<file path="src/rtl/ctrl_pkg.sv">
// Shared types and encodings for the multi-cycle controller: FSM states,
// decoded instruction classes, select constants and the output bundle.
package ctrl_pkg;

    typedef enum logic [2:0] {WAIT, LOAD_A, LOAD_B, EXEC, WB} state_t;

    typedef enum logic [2:0] {
        CLS_MOVI, CLS_MOVR, CLS_ADD, CLS_CMP, CLS_AND, CLS_MVN, CLS_ILL
    } cls_t;

    localparam logic [2:0] OPC_MOV = 3'b110;
    localparam logic [2:0] OPC_ALU = 3'b101;

    localparam logic [1:0] ALU_ADD = 2'b00;
    localparam logic [1:0] ALU_CMP = 2'b01;
    localparam logic [1:0] ALU_AND = 2'b10;
    localparam logic [1:0] ALU_MVN = 2'b11;
    localparam logic [1:0] MOV_REG = 2'b00;
    localparam logic [1:0] MOV_IMM = 2'b10;

    localparam logic [1:0] REG_SEL_RM = 2'b00;
    localparam logic [1:0] REG_SEL_RD = 2'b01;
    localparam logic [1:0] REG_SEL_RN = 2'b10;
    localparam logic [1:0] WB_SEL_C   = 2'b00;
    localparam logic [1:0] WB_SEL_IMM = 2'b10;

    typedef struct packed {
        logic       waiting;
        logic [1:0] reg_sel;
        logic [1:0] wb_sel;
        logic       w_en;
        logic       en_A;
        logic       en_B;
        logic       en_C;
        logic       en_status;
        logic       sel_A;
        logic       sel_B;
        logic [1:0] shift_sel;
        logic       done;
    } ctrl_out_t;

    localparam ctrl_out_t OUT_IDLE = '{waiting: 1'b1, default: '0};

    function automatic cls_t decode_cls(input logic [2:0] opc, input logic [1:0] op);
        cls_t c;
        c = CLS_ILL;
        if (opc == OPC_MOV) begin
            if (op == MOV_IMM)      c = CLS_MOVI;
            else if (op == MOV_REG) c = CLS_MOVR;
        end else if (opc == OPC_ALU) begin
            case (op)
                ALU_ADD: c = CLS_ADD;
                ALU_CMP: c = CLS_CMP;
                ALU_AND: c = CLS_AND;
                default: c = CLS_MVN;
            endcase
        end
        return c;
    endfunction

    // Output bundle for a state; `last` marks the final ALU_LAT cycle of EXEC.
    function automatic ctrl_out_t state_outs(input state_t s, input cls_t c,
                                             input logic [1:0] sh, input logic last);
        ctrl_out_t o;
        o = '0;
        case (s)
            WAIT: o.waiting = 1'b1;
            LOAD_A: begin
                o.reg_sel = REG_SEL_RN;
                o.en_A    = 1'b1;
            end
            LOAD_B: begin
                o.reg_sel = REG_SEL_RM;
                o.en_B    = 1'b1;
            end
            EXEC: begin
                o.shift_sel = sh;
                o.sel_A     = (c == CLS_MOVR);
                if (last) begin
                    if (c == CLS_CMP) begin
                        o.en_status = 1'b1;
                        o.done      = 1'b1;
                    end else begin
                        o.en_C = 1'b1;
                    end
                end
            end
            WB: begin
                o.reg_sel = (c == CLS_MOVI) ? REG_SEL_RN : REG_SEL_RD;
                o.wb_sel  = (c == CLS_MOVI) ? WB_SEL_IMM : WB_SEL_C;
                o.w_en    = 1'b1;
                o.done    = 1'b1;
            end
            default: o = OUT_IDLE;
        endcase
        return o;
    endfunction

endpackage

</file>
<file path="src/rtl/exec_timer.sv">
// EXEC-phase cycle counter: holds at 0 outside EXEC, counts 0..ALU_LAT-1 inside,
// and flags the last and next-to-last cycles so outputs can be registered ahead.
module exec_timer #(
    parameter int ALU_LAT = 1
) (
    input  logic clk,
    input  logic rst_n,
    input  logic i_run,
    output logic o_last,
    output logic o_pre_last
);
    localparam int CW = $clog2(ALU_LAT + 1);

    logic [CW-1:0] r_cnt;

    always_ff @(posedge clk) begin
        if (!rst_n || !i_run)
            r_cnt <= '0;
        else if (!o_last)
            r_cnt <= r_cnt + CW'(1);
    end

    assign o_last = (r_cnt == CW'(ALU_LAT - 1));

    generate
        if (ALU_LAT > 1) begin : g_multi
            assign o_pre_last = (r_cnt == CW'(ALU_LAT - 2));
        end else begin : g_single
            assign o_pre_last = 1'b0;
        end
    endgenerate

endmodule

</file>
<file path="src/rtl/multicycle_ctrl.sv">
// Multi-cycle datapath controller: Moore FSM with registered outputs.
// Optional retired-instruction counter enabled by defining PERF_CNT_EN.
module multicycle_ctrl
    import ctrl_pkg::*;
#(
    parameter int ALU_LAT = 1,
    parameter int CNT_W   = 16
) (
    input  logic             clk,
    input  logic             rst_n,
    input  logic             start,
    input  logic [2:0]       opcode,
    input  logic [1:0]       ALU_op,
    input  logic [1:0]       shift_op,
    output logic             waiting,
    output logic [1:0]       reg_sel,
    output logic [1:0]       wb_sel,
    output logic             w_en,
    output logic             en_A,
    output logic             en_B,
    output logic             en_C,
    output logic             en_status,
    output logic             sel_A,
    output logic             sel_B,
    output logic [1:0]       shift_sel,
    output logic             done,
    output logic             illegal,
    output logic [CNT_W-1:0] instr_count
);
    state_t     r_state, w_nxt_state;
    cls_t       r_cls, w_nxt_cls, w_dec_cls;
    logic [1:0] r_shift, w_nxt_shift;
    ctrl_out_t  r_out;
    logic       r_illegal;
    logic       w_run, w_last, w_pre_last, w_nxt_last, w_accept;

    assign w_dec_cls = decode_cls(opcode, ALU_op);
    assign w_accept  = (r_state == WAIT) && start;
    assign w_run     = (r_state == EXEC);

    exec_timer #(.ALU_LAT(ALU_LAT)) u_exec_timer (
        .clk        (clk),
        .rst_n      (rst_n),
        .i_run      (w_run),
        .o_last     (w_last),
        .o_pre_last (w_pre_last)
    );

    always_comb begin
        w_nxt_state = r_state;
        w_nxt_cls   = r_cls;
        w_nxt_shift = r_shift;
        w_nxt_last  = 1'b0;
        case (r_state)
            WAIT: if (start) begin
                w_nxt_cls   = w_dec_cls;
                w_nxt_shift = shift_op;
                case (w_dec_cls)
                    CLS_MOVI:                   w_nxt_state = WB;
                    CLS_MOVR, CLS_MVN:          w_nxt_state = LOAD_B;
                    CLS_ADD, CLS_AND, CLS_CMP:  w_nxt_state = LOAD_A;
                    default:                    w_nxt_state = WAIT;
                endcase
            end
            LOAD_A: w_nxt_state = LOAD_B;
            LOAD_B: w_nxt_state = EXEC;
            EXEC:   if (w_last) w_nxt_state = (r_cls == CLS_CMP) ? WAIT : WB;
            WB:     w_nxt_state = WAIT;
            default: w_nxt_state = WAIT;
        endcase
        // Outputs are registered, so the last-EXEC flag is predicted one cycle early.
        if (w_nxt_state == EXEC)
            w_nxt_last = (r_state == EXEC) ? w_pre_last : (ALU_LAT == 1);
    end

    always_ff @(posedge clk) begin
        if (!rst_n) begin
            r_state   <= WAIT;
            r_cls     <= CLS_ILL;
            r_shift   <= '0;
            r_out     <= OUT_IDLE;
            r_illegal <= 1'b0;
        end else begin
            r_state   <= w_nxt_state;
            r_cls     <= w_nxt_cls;
            r_shift   <= w_nxt_shift;
            r_out     <= state_outs(w_nxt_state, w_nxt_cls, w_nxt_shift, w_nxt_last);
            r_illegal <= w_accept && (w_dec_cls == CLS_ILL);
        end
    end

    assign waiting   = r_out.waiting;
    assign reg_sel   = r_out.reg_sel;
    assign wb_sel    = r_out.wb_sel;
    assign w_en      = r_out.w_en;
    assign en_A      = r_out.en_A;
    assign en_B      = r_out.en_B;
    assign en_C      = r_out.en_C;
    assign en_status = r_out.en_status;
    assign sel_A     = r_out.sel_A;
    assign sel_B     = r_out.sel_B;
    assign shift_sel = r_out.shift_sel;
    assign done      = r_out.done;
    assign illegal   = r_illegal;

`ifdef PERF_CNT_EN
    logic [CNT_W-1:0] r_instr_cnt;

    always_ff @(posedge clk) begin
        if (!rst_n)
            r_instr_cnt <= '0;
        else if (r_out.done && (r_instr_cnt != {CNT_W{1'b1}}))
            r_instr_cnt <= r_instr_cnt + CNT_W'(1);
    end

    assign instr_count = r_instr_cnt;
`else
    assign instr_count = '0;
`endif

endmodule

</file>
<file path="config.mk">
export PLATFORM = sky130hd
export DESIGN_NAME = multicycle_ctrl
export DESIGN_NICKNAME = d
export VERILOG_FILES = /design/src/rtl/ctrl_pkg.sv /design/src/rtl/exec_timer.sv /design/src/rtl/multicycle_ctrl.sv
export SDC_FILE = /design/constraint.sdc
export NUM_CORES = 1
export LEC_CHECK = 0
export CAP_MARGIN = 5
export CELL_PAD_IN_SITES_DETAIL_PLACEMENT = 2
export CELL_PAD_IN_SITES_GLOBAL_PLACEMENT = 2
export CORE_MARGIN = 1.5
export CORE_UTILIZATION = 27
export DETAILED_ROUTE_END_ITERATION = 12
export PLACE_DENSITY = 0.91
export SKIP_LAST_GASP = 1
export SLEW_MARGIN = 20
export SYNTH_ARGS = -nofsm -noshare
export SYNTH_HDL_FRONTEND = slang
export SYNTH_HIERARCHICAL = 1
export SYNTH_SLANG_ARGS = --single-unit
export TNS_END_PERCENT = 50
</file>
<file path="constraint.sdc">
create_clock -name clk -period 4.1 [get_ports clk]
set_input_delay 0.82 -clock clk [delete_from_list [all_inputs] [get_ports clk]]
set_output_delay 0.82 -clock clk [all_outputs]
set_load 0.01 [all_outputs]
</file>
==> results.cfg, run 1 <==
[status]
status = finished, final reports clean

[yosys]
ys.flop_type = dfxtp_1
synth_seq_cells = 23
synth_mux_area_frac = 0.0223
synth-compound-area-share = 0.186
synth_area_leader_cell = dfxtp_1
yosys-top-cells-count = dfxtp_1 (23), buf_4 (20), a21oi_1 (9)
synth-edff-count = 0
synth.avg_cell_area_um2 = 9.68
ys_top_cells_by_area = dfxtp_1 (41%), buf_4 (13%), a21oi_1 (4.0%), inv_1 (2.7%), a2111oi_4 (2.5%)
synth_fa_ha_area_frac = 0
synth_most_common_cell = dfxtp_1
synth-simple-area-share = 0.206
synth_async_sr_flop_share = 0
synth.distinct_cells = 38
synthCells = 116
synth_xor_area_frac = 0.00780
yosys_warnings = 6
synth_top_area_frac = 0.410
netlist_area_um2 = 1120
seq_area_frac_synth = 0.410
synth_top_family_by_area = simple AND/OR/NAND/NOR gates

[global_route]
grt_max_degree = 13
grt_util_met1 = 0.157
met2_usage = 0.249
grt_overflow = 0
grt_pass1_vias = 955
busiest_layer = met2
grt_antenna_before_repair = 0
met3_usage = 0.0383
grtUsageTotal = 0.140
grt_pass1_wl_mm = 4.66

[timing]
rsz0062_at_grt = false
maxSlewHeadroom = 0.604
skew_ns = 0.00129
drv_slew = 0
whs_ns = 0.493
period_minus_slack_ns = 2.49
fmax_mhz = 402
fin_crit_sh = 0.607
worst_pin_slew_ns = 0.595
finalSetupViolCount = 0
final_hold_viol_count = 0
setup_tns_ns = 0

[floorplan]
pin_count = 42
die_x_um = 67.5
dieArea_um2 = 4550
start_util = 0.281
row_count = 23
floorplan.core_area_um2 = 4000
die_h_um = 67.5

[clock_tree]
cts_tree = done
clock-sinks = 23
clk_pin_slew_ns = 0.08
cts_made_buffers = 3
cts_resized = 0
clk_latency_ns = 0.26
post_cts_buffers = 0
clock-root-buffer = clkbuf_8
cts_hold_buf = 0
htreeDepth = 1
cts_buffer_depth = 2

[setup_path]
end_kind = register
critPathKind = in -> reg
path_max_fanout = 9
critical_path_arrival_ns = 2.66
r2r_cells = 4
r2r_slack_ns = 2.20
critPathRequiredTime_ns = 4.27
cp-start-kind = primary input

[placed_design]
port_buffers = 23
dp_hpwl_mm = 2.31
place_area_um2 = 1330
gp_congestion = 0.804
dp_cells = 187

[finish]
num-nets-final = 152
layout.cells.non_filler = 191
diodes = 0
fin_util = 0.344
areaGrowthSynthToFinish_pct = 22.7
drive_gt1_frac = 0.0922
fin_area_um2 = 1380

[routing]
wl_mm = 2.91
dr.pass1.iters = 2
wire_per_inst_um = 15.2
routed_via_density = 4.62
drt_iter0_drc = 15
drc = 0
detail-route-antenna-nets = 0
vias = 883

[run]
cap_violations = 0

[power]
max-vdd-ir-drop_mv = 0.0842
p_per_area_nw_per_um2 = 336
p_leak_nw = 0.566

[hold_path]
hold_depth = 2
hp-class = reg -> reg
[sequential cells by signal, summed over array words and instances (netlist names), 2 cells and up]
name and count:
r_cls 3, r_state 3, r_shift 2, reg_sel 2, shift_sel 2
[placed cells by master (no fill, tap or decap), types with 2 or more instances in the layout]
cell / synthesis / routed
inv_1: 8 / 8
nand2b_1: 3 / 3
a21oi_1: 9 / 9
nand2_1: 5 / 5
nor3b_1: 2 / 2
clkdlybuf4s50_1: 0 / 23
nand3_1: 3 / 3
dfxtp_1: 23 / 23
o211ai_1: 2 / 2
nor2_1: 7 / 7
conb_1: 2 / 20
o21ai_1: 2 / 2
nand4bb_1: 2 / 2
and2_1: 2 / 2
clkbuf_8: 0 / 3
o21bai_1: 2 / 2
o21ai_2: 2 / 2
[metrics by stage]
stage / power, mW / worst slack [ns]
3_5_place_dp: 0.330 / 1.35
3_3_place_gp: 0.325 / 1.42
4_1_cts: 0.470 / 1.61
2_1_floorplan: 0.308 / 2.15
5_1_grt: 0.490 / 1.50
6_report: 0.463 / 1.61
[report_power, final]
group          internal (mW)  switching [mW]  total (mW)
combinational         0.0345          0.0497      0.0841
clock                 0.0693          0.0687       0.138
sequential             0.234         0.00677       0.241
[worst max-delay path: stages]
cell and delay, ns:
clkdlybuf4s50_1 0.51, or4b_1 0.68, nor3_2 0.22, o21ai_2 0.15
o32ai_2 0.28
[kinds of logic after synthesis]
| logic type | Yosys count |
|---|---|
| and+or+nand+nor | 34 |
| buffers and inverters | 28 |
| AOI/OAI and AO/OA | 26 |
| DFF | 23 |
| muxes | 2 |
| other | 2 |
| xor gates and xnor gates | 1 |
[layer usage]
metal  part of all wire  vias to the layer above
met1               0.41                      422
met2               0.51                       37
li1                   -                      416
met3              0.055                        8
met4              0.021                        0
met5                  0                        -
[final timing paths]
check / from / end
min reg2reg: r_shift[0] / r_shift[0]
max reg2reg: r_state[0] / reg_sel[1]
max: start / reg_sel[1]
min: r_shift[0] / r_shift[0]
[layout make-up]
cell class	count	area, um^2
Inverter	8	30.0
Fill cell	470	2620
Multi-Input combinational cell	83	549
Sequential cell	23	460
Tap cell	50	62.6
Clock buffer	4	45.0
Timing Repair Buffer	23	230
No activity file was read; power rests on OpenSTA's default activity.
==> run 2: changes to the inputs <==
--- a/config.mk
+++ b/config.mk
@@ -9,9 +9,9 @@
 export CELL_PAD_IN_SITES_DETAIL_PLACEMENT = 2
 export CELL_PAD_IN_SITES_GLOBAL_PLACEMENT = 2
 export CORE_MARGIN = 1.5
-export CORE_UTILIZATION = 27
+export CORE_UTILIZATION = 23
 export DETAILED_ROUTE_END_ITERATION = 12
-export PLACE_DENSITY = 0.91
+export PLACE_DENSITY = 0.83
 export SKIP_LAST_GASP = 1
 export SLEW_MARGIN = 20
 export SYNTH_ARGS = -nofsm -noshare
==> constraint.sdc (replaced) <==
create_clock -name clk -period 2.1 [get_ports clk]
set_input_delay 0.42 -clock clk [delete_from_list [all_inputs] [get_ports clk]]
set_output_delay 0.42 -clock clk [all_outputs]
set_load 0.01 [all_outputs]
==> run 2 against run 1 <==
Sequential power rose by 95%. Via count rose by 2.0%. Clock power rose by 110%. Power rose by 100%. Final area rose by 9.2%. Sequential share of layout area fell by 2.8 points. Hold slack got worse by 0.014 ns. Largest power group unchanged. Highest routed layer unchanged.
==> results.cfg, run 2 (synthesized netlist as in run 1, its figures left out) <==
[status]
status = finished, final reports clean

[finish]
diodes = 0
layout.cells.non_filler = 221
largest_registers = r_cls x3, r_state x3
num-nets-final = 165
drive_gt1_frac = 0.182
fin_area_um2 = 1500
final_cell_mix = dfxtp_1 (23), clkdlybuf4s50_1 (23), conb_1 (20), buf_4 (13), a21oi_1 (9)
areaGrowthSynthToFinish_pct = 34.0

[run]
cap_violations = 0

[global_route]
grt_pass1_wl_mm = 4.79
grt_antenna_before_repair = 0
grtUsageTotal = 0.122
grt_max_degree = 14
grt_pass1_vias = 981
grt_overflow = 0

[clock_tree]
htreeDepth = 1
clk_pin_slew_ns = 0.08
cts_hold_buf = 0
cts_buffer_depth = 2
cts_made_buffers = 3
clk_latency_ns = 0.27
post_cts_buffers = 0
cts_tree = done
clock-sinks = 23
clock-root-buffer = clkbuf_8

[routing]
dr.pass1.iters = 3
drt_iter0_drc = 17
detail-route-antenna-nets = 0
wl_mm = 2.99
drc = 0
routed_via_density = 4.08
vias = 901
wire_per_inst_um = 13.5

[timing]
rsz0062_at_grt = false
period_minus_slack_ns = 1.90
maxSlewHeadroom = 0.609
setup_tns_ns = 0
drv_slew = 0
worst_pin_slew_ns = 0.587
final_hold_viol_count = 0
finalSetupViolCount = 0
skew_ns = 0.00106
fmax_mhz = 526
fin_crit_sh = 0.906

[floorplan]
start_util = 0.238
dieArea_um2 = 5310
pin_count = 42
row_count = 25
floorplan.core_area_um2 = 4720
die_h_um = 72.9
die_x_um = 72.9

[setup_path]
end_kind = register
path_max_fanout = 7
critPathKind = in -> reg
critical_path_arrival_ns = 2.09
critPathRequiredTime_ns = 2.29
cp-start-kind = primary input

[placed_design]
dp_hpwl_mm = 2.37
dp_cells = 217
port_buffers = 23
gp_congestion = 0.850
place_area_um2 = 1450

[power]
p_leak_nw = 0.631
max-vdd-ir-drop_mv = 0.233
p_total_mw = 0.945
p_per_area_nw_per_um2 = 629

[hold_path]
hp-class = reg -> reg
[run 2: cell types whose count changed in the layout (fill, tap and decap cells not counted)]
cell,change
nor4b_2,+1
buf_4,+13
clkbuf_1,-1
nor4b_1,-1
clkinv_2,+1
[run 2: path summary, 6_finish.rpt]
path / from / endpoint / slack (ns) / cells past startpoint
setup / recovery: start / reg_sel[1] / 0.20 / 6
setup reg to reg: r_state[0] / reg_sel[1] / 0.35 / 5
hold reg to reg: r_shift[0] / r_shift[0] / 0.48 / 2
hold / removal: r_shift[0] / r_shift[0] / 0.48 / 2
[run 2: layout make-up]
cell class | count | area [um^2]
clock buffers | 3 | 41.3
clock inverters | 1 | 5.00
fillers | 549 | 3220
inverters | 8 | 30.0
multi-input cells | 83 | 556
flip-flops and latches | 23 | 460
well taps | 67 | 83.8
repair buffers | 36 | 328
[run 2: power breakdown]
part / total, mW / switching, mW / internal [mW]
Clock: 0.283 / 0.150 / 0.133
Combinational: 0.192 / 0.103 / 0.0897
Sequential: 0.470 / 0.0130 / 0.457
Total: 0.945 / 0.265 / 0.680
[run 2: through the flow]
| stage | setup slack (ns) | hold slack [ns] | util |
|---|---|---|---|
| floorplan | 0.527 | 0.434 | - |
| global placement | 0.0112 | 0.440 | 0.307 |
| detailed placement | -0.0853 | 0.472 | 0.307 |
| CTS | 0.186 | 0.485 | 0.317 |
| global route | 0.0392 | 0.507 | 0.318 |
| finish | 0.198 | 0.479 | 0.318 |
[run 2: metal layers]
layer | track usage | wire [um] | up-vias
met5 | 0 | 0 | -
met2 | 0.223 | 1530 | 31
met1 | 0.135 | 1270 | 427
met4 | 0.0440 | 39 | 0
li1 | - | - | 439
met3 | 0.0304 | 149 | 4
[run 2: worst max-delay path: stages]
cell,delay [ns]
clkdlybuf4s50_1,0.48
or4b_1,0.45
buf_4,0.19
nor3_2,0.17
o21ai_2,0.13
o32ai_2,0.25
[run 2: timing repair]
action,CTS,global route
resized for setup,0,1
endpoints found under the setup margin,0,1
endpoints found under the hold margin,0,0
==> run 3: changes to the inputs <==
--- a/config.mk
+++ b/config.mk
@@ -8,10 +8,10 @@
 export CAP_MARGIN = 5
 export CELL_PAD_IN_SITES_DETAIL_PLACEMENT = 2
 export CELL_PAD_IN_SITES_GLOBAL_PLACEMENT = 2
-export CORE_MARGIN = 1.5
 export CORE_UTILIZATION = 23
 export DETAILED_ROUTE_END_ITERATION = 12
 export PLACE_DENSITY = 0.83
+export REMOVE_ABC_BUFFERS = 1
 export SKIP_LAST_GASP = 1
 export SLEW_MARGIN = 20
 export SYNTH_ARGS = -nofsm -noshare
==> run 3 against run 2 <==
Largest cell class unchanged. Clock power is 2% lower. Highest routed layer unchanged. Utilization decreased by 0.16 points. Clock skew up 0.0099 ns. Maximum frequency up 0.90%. Sequential share of layout area up 0.15 points.
==> results.cfg, run 3 (synthesized netlist as in run 1, its figures left out) <==
[status]
status = finished, final reports clean

[placed_design]
port_buffers = 23
pre_cts_slack_ns = -0.0768
gp_congestion = 0.835
dp_cells = 217
dp_hpwl_mm = 2.35

[setup_path]
critPathSlowestCell = clkdlybuf4s50_1
critPathRequiredTime_ns = 2.29
critPathKind = in -> reg
cp-start-kind = primary input
r2r-end = reg_sel[1]
critical_path_arrival_ns = 2.07
critPathLaunch = start
regToRegStartpoint = r_state[0]
r2r_slack_ns = 0.37
crit_chain = clkdlybuf4s50_1, or4b_1, buf_4, a2111oi_4, o21ai_2, o32ai_2
endpoint = reg_sel[1]
r2r_cells = 5
end_kind = register
max_stage_delay_ns = 0.48
path_max_fanout = 8

[routing]
wire_per_inst_um = 12.7
dr.pass1.iters = 3
detail-route-antenna-nets = 0
wl_mm = 2.81
routed_via_density = 4.20
drt_iter0_drc = 24
drc = 0
vias = 929

[floorplan]
floorplan.core_area_um2 = 4720
dieArea_um2 = 5160
pin_count = 42
die_x_um = 71.9
row_count = 25
start_util = 0.238
die_h_um = 71.9

[finish]
layout.cells.non_filler = 221
largest_registers = r_cls x3, r_state x3
num-nets-final = 165
fin_util = 0.317
drive_gt1_frac = 0.169
diodes = 0
areaGrowthSynthToFinish_pct = 33.3
final_cell_mix = dfxtp_1 (23), clkdlybuf4s50_1 (23), conb_1 (20), buf_4 (13), a21oi_1 (9)

[global_route]
grt_max_degree = 13
grt_antenna_before_repair = 0
grt_overflow = 0
grtUsageTotal = 0.123
grt_pass1_vias = 968
grt_pass1_wl_mm = 4.84

[clock_tree]
cts_buffer_depth = 2
clk_latency_ns = 0.27
htreeDepth = 1
cts_tree = done
clk_pin_slew_ns = 0.09
cts_made_buffers = 3
cts_hold_buf = 0
cts_resized = 0
clock-sinks = 23
clock-root-buffer = clkbuf_8
post_cts_buffers = 0

[timing]
setup_ws_ns = 0.215
finalSetupViolCount = 0
drv_slew = 0
final_hold_viol_count = 0
period_minus_slack_ns = 1.88
fin_crit_sh = 0.897
skew_ns = 0.0109
worst_pin_slew_ns = 0.688
maxSlewHeadroom = 0.541
fmax_mhz = 531
rsz0062_at_grt = false

[power]
p_leak_nw = 0.626
max-vdd-ir-drop_mv = 0.213
p_per_area_nw_per_um2 = 626

[run]
cap_violations = 0

[hold_path]
hp-class = reg -> reg
hold_depth = 2
run 3: cell count changes in the layout (fill, tap and decap cells not counted), sizes merged:
cell and change:
clkbuf +1, clkinv -1
run 3: power by group:
group | total [mW] | switching [mW] | internal [mW]
registers | 0.470 | 0.0128 | 0.457
clock network | 0.277 | 0.141 | 0.135
logic | 0.190 | 0.101 | 0.0884
total | 0.937 | 0.255 | 0.681
run 3: area by class of cell:
type	instances	area, um^2
Fill cell	544	3230
Clock buffer	4	45.0
Timing Repair Buffer	36	328
Inverter	8	30.0
Sequential cell	23	460
Tap cell	67	83.8
Multi-Input combinational cell	83	549
run 3: how the worst min path moves through the flow:
stage	start	to	slack, ns
finish	r_shift[1]	r_shift[1]	0.46
global route	r_shift[0]	r_shift[0]	0.49
CTS	r_shift[1]	r_shift[1]	0.47
detailed placement	r_shift[1]	r_shift[1]	0.46
global placement	r_shift[1]	r_shift[1]	0.44
floorplan	r_shift[0]	r_shift[0]	0.43
run 3: critical path, delay by kind of cell:
family / cells / cell delay [ns]
AOI/OAI and AO/OA: 3 / 0.55
buffers and inverters: 2 / 0.67
and+or+nand+nor: 1 / 0.44
run 3: routing by layer:
metal | GRT usage | share of wire
met5 | 0 | 0
met4 | 0.0370 | 0.0096
met3 | 0.0366 | 0.061
met1 | 0.135 | 0.41
met2 | 0.226 | 0.52
run 3: through the flow:
| stage | hold slack (ns) | power (mW) | TNS, ns | cell area (um^2) |
|---|---|---|---|---|
| finish | 0.459 | 0.937 | 0 | 1500 |
| global route | 0.487 | 0.983 | 0 | 1500 |
| CTS | 0.467 | 0.950 | 0 | 1500 |
| detailed placement | 0.456 | 0.671 | -0.343 | 1450 |
| global placement | 0.442 | 0.659 | 0 | 1450 |
| floorplan | 0.434 | 0.572 | 0 | 1040 |
